**config.mk**
```make
export PLATFORM = sky130hd
export DESIGN_NAME = vio_pok_filt
export DESIGN_NICKNAME = d
export VERILOG_FILES = /design/src/rtl/vio_pok_filt.sv
export SDC_FILE = /design/constraint.sdc
export NUM_CORES = 1
export LEC_CHECK = 0
export CORE_MARGIN = 8
export CORE_UTILIZATION = 30
export DETAILED_ROUTE_END_ITERATION = 12
export HOLD_SLACK_MARGIN = 0.1
export PLACE_DENSITY = 0.59
export SYNTH_ARGS = -nofsm -noshare
export SYNTH_HDL_FRONTEND = slang
export SYNTH_SLANG_ARGS = --single-unit
```
**constraint.sdc**
```tcl
create_clock -name clk_i -period 3.6 [get_ports clk_i]
set_input_delay 0.36 -clock clk_i [delete_from_list [all_inputs] [get_ports clk_i]]
set_output_delay 0.36 -clock clk_i [all_outputs]
set_load 0.01 [all_outputs]
```
**src/rtl/vio_pok_filt.sv**
```systemverilog
// VIO power-good consumer: resynchronises the raw detector output, debounces it
// with independent rise/fall windows and reports events plus a glitch count.
module vio_pok_filt #(
    parameter int RiseCycles = 16,
    parameter int FallCycles = 4,
    parameter int GlitchCntW = 8
) (
    input  logic                  clk_i,
    input  logic                  rst_i,
    input  logic                  vio_pok_i,
    input  logic                  en_i,
    input  logic                  clr_glitch_i,
    output logic                  vio_pok_o,
    output logic                  rise_evt_o,
    output logic                  fall_evt_o,
    output logic                  busy_o,
    output logic [GlitchCntW-1:0] glitch_cnt_o
);

    localparam int MaxCycles = (RiseCycles > FallCycles) ? RiseCycles : FallCycles;
    localparam int CntW      = $clog2(MaxCycles + 1);
    localparam logic [CntW-1:0]       RiseLast  = CntW'(RiseCycles - 1);
    localparam logic [CntW-1:0]       FallLast  = CntW'(FallCycles - 1);
    localparam logic [GlitchCntW-1:0] GlitchMax = {GlitchCntW{1'b1}};

    typedef enum logic [1:0] {
        OFF      = 2'd0,
        RISE_CHK = 2'd1,
        ON       = 2'd2,
        FALL_CHK = 2'd3
    } state_e;

    logic                  sync_q1_r;
    logic                  pok_s;
    state_e                state_r;
    state_e                state_nxt_s;
    logic [CntW-1:0]       cnt_r;
    logic [CntW-1:0]       cnt_nxt_s;
    logic                  glitch_inc_s;
    logic                  pok_nxt_s;
    logic                  busy_nxt_s;
    logic [GlitchCntW-1:0] glitch_nxt_s;

    // Two-flop resynchroniser for the asynchronous detector output.
    always_ff @(posedge clk_i) begin
        if (rst_i) begin
            sync_q1_r <= 1'b0;
            pok_s     <= 1'b0;
        end else begin
            sync_q1_r <= vio_pok_i;
            pok_s     <= sync_q1_r;
        end
    end

    // Next-state and qualification counter; cnt restarts at 0 on every state entry.
    always_comb begin
        state_nxt_s  = state_r;
        cnt_nxt_s    = cnt_r;
        glitch_inc_s = 1'b0;
        case (state_r)
            OFF: begin
                cnt_nxt_s = {CntW{1'b0}};
                if (en_i && pok_s) begin
                    state_nxt_s = RISE_CHK;
                end else begin
                    state_nxt_s = OFF;
                end
            end
            RISE_CHK: begin
                if (!en_i) begin
                    state_nxt_s = OFF;
                    cnt_nxt_s   = {CntW{1'b0}};
                end else if (!pok_s) begin
                    state_nxt_s  = OFF;
                    cnt_nxt_s    = {CntW{1'b0}};
                    glitch_inc_s = 1'b1;
                end else if (cnt_r == RiseLast) begin
                    state_nxt_s = ON;
                    cnt_nxt_s   = {CntW{1'b0}};
                end else begin
                    cnt_nxt_s = cnt_r + {{(CntW-1){1'b0}}, 1'b1};
                end
            end
            ON: begin
                cnt_nxt_s = {CntW{1'b0}};
                if (!en_i) begin
                    state_nxt_s = OFF;
                end else if (!pok_s) begin
                    state_nxt_s = FALL_CHK;
                end else begin
                    state_nxt_s = ON;
                end
            end
            FALL_CHK: begin
                if (!en_i) begin
                    state_nxt_s = OFF;
                    cnt_nxt_s   = {CntW{1'b0}};
                end else if (pok_s) begin
                    // Power came back before the fall qualified: output never drops.
                    state_nxt_s  = ON;
                    cnt_nxt_s    = {CntW{1'b0}};
                    glitch_inc_s = 1'b1;
                end else if (cnt_r == FallLast) begin
                    state_nxt_s = OFF;
                    cnt_nxt_s   = {CntW{1'b0}};
                end else begin
                    cnt_nxt_s = cnt_r + {{(CntW-1){1'b0}}, 1'b1};
                end
            end
            default: begin
                state_nxt_s = OFF;
                cnt_nxt_s   = {CntW{1'b0}};
            end
        endcase
    end

    // Output decode from the next state so that every output is a flop.
    always_comb begin
        pok_nxt_s  = (state_nxt_s == ON) || (state_nxt_s == FALL_CHK);
        busy_nxt_s = (state_nxt_s == RISE_CHK) || (state_nxt_s == FALL_CHK);
        if (clr_glitch_i) begin
            glitch_nxt_s = {GlitchCntW{1'b0}};
        end else if (glitch_inc_s && (glitch_cnt_o != GlitchMax)) begin
            glitch_nxt_s = glitch_cnt_o + {{(GlitchCntW-1){1'b0}}, 1'b1};
        end else begin
            glitch_nxt_s = glitch_cnt_o;
        end
    end

    // State, counter and registered outputs; reset never produces a fall event.
    always_ff @(posedge clk_i) begin
        if (rst_i) begin
            state_r      <= OFF;
            cnt_r        <= {CntW{1'b0}};
            vio_pok_o    <= 1'b0;
            rise_evt_o   <= 1'b0;
            fall_evt_o   <= 1'b0;
            busy_o       <= 1'b0;
            glitch_cnt_o <= {GlitchCntW{1'b0}};
        end else begin
            state_r      <= state_nxt_s;
            cnt_r        <= cnt_nxt_s;
            vio_pok_o    <= pok_nxt_s;
            rise_evt_o   <= pok_nxt_s & ~vio_pok_o;
            fall_evt_o   <= ~pok_nxt_s & vio_pok_o;
            busy_o       <= busy_nxt_s;
            glitch_cnt_o <= glitch_nxt_s;
        end
    end

endmodule

```
==> flow_metrics.env <==
export IMPL_fmax_mhz=543.1
export IMPL_rsz0062_at_grt="false"
export IMPL_antenna_diode_count=0
export IMPL_holdBufCountCts=0
export IMPL_final_cell_mix="20 x dfxtp_1, 16 x clkdlybuf4s50_1, 9 x a21oi_1"
export IMPL_whs_path_depth=1
export IMPL_crit_fanout=14
export IMPL_core_um2=2978
export IMPL_root_buffer="clkbuf_4"
export IMPL_wl_met2_um=787
export IMPL_fin_setup_tns_ns=0
export IMPL_reg2reg_depth=4
export IMPL_io_pins=17
export IMPL_drive_gt1_frac=0.08929
export IMPL_internal_power_uw=291.5
export IMPL_place_congestion=0.7376
export IMPL_syn_num_nets=104
export IMPL_clock_power_share=0.357
export IMPL_grt_pass1_wl_um=2898
export IMPL_path_class="flop to flop"
export IMPL_dr_pass1_iters=4
export IMPL_synth_distinct_cells=32
export IMPL_overflow=0
export IMPL_dpl_hpwl_um=1286
export IMPL_synthArstFlopShare=0
export IMPL_wire_per_inst_um=11.58
export IMPL_dieArea_um2=5066
export IMPL_power_density_nw_per_um2=326.8
export IMPL_leakage_nw=0.3918
export IMPL_fin_skew_ns=0.005505
export IMPL_n_fill_cell=307
export IMPL_cts_htree_levels=1
export IMPL_hold_viol=0
export IMPL_drt_met1_wl_um=763
export IMPL_place_inst=141
export IMPL_ant_nets=0
export IMPL_via_count=712
export IMPL_routed_top_layer="met4"
export IMPL_dr_wl_met3_um=116
export IMPL_area_growth_pct=23.15
export IMPL_netlist_area_um2=913.4
export IMPL_cts_sinks=20
export IMPL_min_path_type="flop to flop"
export IMPL_regArea_um2=400.4
export IMPL_relSlewSlack=0.6264
export IMPL_period_share=0.5115
export IMPL_grt_max_degree=15
export IMPL_finalNetCount=122
export IMPL_die_h_um=71.18
export IMPL_drt_iter0_markers=50
export IMPL_start_util=0.3067
export IMPL_max_slew_worst_pin_slew_ns=0.5605
export IMPL_viasPerCell=4.910
export IMPL_worstPathRequired_ns=3.84
export IMPL_status="finished clean"
export IMPL_slew_violations=0
export IMPL_layout_cells_most_common="dfxtp_1"
export IMPL_die_w_um=71.18
export IMPL_numPortBuffers=16
export IMPL_synth_edf_count=0
export IMPL_sw_frac_of_total=0.2069
export IMPL_combPwrFrac=0.033
export IMPL_ys_ff_latch=20
export IMPL_setup_viol=0
export IMPL_switchingPower_uw=76.04
export IMPL_ys_warn_count=0
export IMPL_max_vdd_ir_drop_mv=0.1895
export IMPL_start_kind="flop"
export IMPL_ys_seq_area_frac=0.4384
export IMPL_clk_latency_ns=0.30
export IMPL_syn_area_per_cell_um2=9.614
export IMPL_grt_pass1_vias=687
export IMPL_final_cells=145
export IMPL_seqPwrFrac=0.610
export IMPL_cts_resized=0
export IMPL_cap_violations=0
export IMPL_post_cts_setup_buffers=0
export IMPL_tritoncts="built"
export IMPL_numCtsBuffers=3
export IMPL_track_usage=0.07064
export IMPL_clock_path_buffers=2
export IMPL_rows=20
export IMPL_clk_pin_slew_ns=0.12
export IMPL_critPathCaptureType="flop"
export IMPL_totalWireLength_um=1679
export IMPL_fin_crit_ns=1.841
export IMPL_synth_ff_type="dfxtp_1"
export IMPL_synth_cells=95
export IMPL_drc=0
export IMPL_antenna_found_initial=0
export IMPL_multi_input_area_um2=471.7
export IMPL_crit_arrival_ns=2.08
-- Yosys cell counts, drive strengths merged (2+ instances only) --
cell	number	area, µm²
ha	4	50.05
xnor2	2	36.29
nand3	5	25.02
nor2b	5	31.28
nand2	4	15.01
xor2	2	17.52
dfxtp	20	400.4
o21ai	5	25.02
buf	3	26.27
o31ai	2	15.01
a21oi	9	45.04
o21a	2	15.01
or4	2	15.01
nor2	8	30.03
inv	4	15.01
or3	4	25.02
nor3b	2	15.01
-- final timing paths --
| kind | start | endpoint | slack, ns |
|---|---|---|---|
| worst max register to register | state_r[1]$_SDFF_PP0_ | glitch_cnt_o[5]$_SDFFE_PP0P_ | 1.76 |
| worst min register to register | vio_pok_o$_SDFF_PP0_ | rise_evt_o$_SDFF_PP0_ | 0.44 |
| worst max-delay path | state_r[1]$_SDFF_PP0_ | glitch_cnt_o[5]$_SDFFE_PP0P_ | 1.76 |
| worst min-delay path | vio_pok_o$_SDFF_PP0_ | rise_evt_o$_SDFF_PP0_ | 0.44 |
-- stage by stage --
stage	setup WS [ns]	power, mW	utilization	area (µm²)	hold slack (ns)
after detailed placement	1.591	0.2414	0.3655	1089	0.4215
after floorplan	2.082	0.2348	-	913.4	0.4138
final	1.759	0.3675	0.3777	1125	0.4417
after global placement	1.664	0.2411	0.3655	1089	0.4184
after global routing	1.608	0.3849	0.3777	1125	0.4730
after CTS	1.766	0.3739	0.3777	1125	0.4464
-- sequential cells by signal, indices dropped and copies added, names as in the netlist --
signal,count
cnt_r,5
fall_evt_o,1
vio_pok_o,1
rise_evt_o,1
state_r,1
glitch_cnt_o,8
sync_q1_r,1
pok_s,1
busy_o,1
-- power groups by stage --
stage | sequential (mW) | combinational, mW | clock [mW]
3_3_place_gp | 0.229 | 0.0120 | 0
3_5_place_dp | 0.229 | 0.0123 | 0
2_1_floorplan | 0.229 | 0.00587 | 0
6_report | 0.224 | 0.0121 | 0.131
5_1_grt | 0.225 | 0.0132 | 0.147
4_1_cts | 0.224 | 0.0123 | 0.137
-- critical path, cell delays in order, from the launching register on --
cell       delay, ns
dfxtp_1         0.58
xnor2_4         0.17
o2111ai_2       0.31
or4_1           0.56
a21oi_1         0.16
-- cell families after synthesis --
kind of cell             count (synthesis)  share of synthesized area
AND/OR/NAND/NOR                         37                     0.2329
adder cells (fa/ha/maj)                  4                    0.05480
AO/OA/AOI/OAI                           21                     0.1466
buffers and inverters                    7                    0.04519
XOR/XNOR                                 4                    0.05891
multiplexers                             2                    0.02329
flip-flops                              20                     0.4384
-- cell type report --
type	instances	area share
Inverter	4	0.01335
Multi-Input combinational cell	68	0.4194
Clock buffer	4	0.03226
Timing Repair Buffer	16	0.1424
Sequential cell	20	0.3560
Tap cell	33	0.03671
-- routing by layer --
metal  GRT usage  up-vias
li1            -      370
met1     0.07573      328
met2      0.1153       12
met3     0.04237        2
met4     0.01617        0
met5           0        -
(Power assumes the default switching activity.)
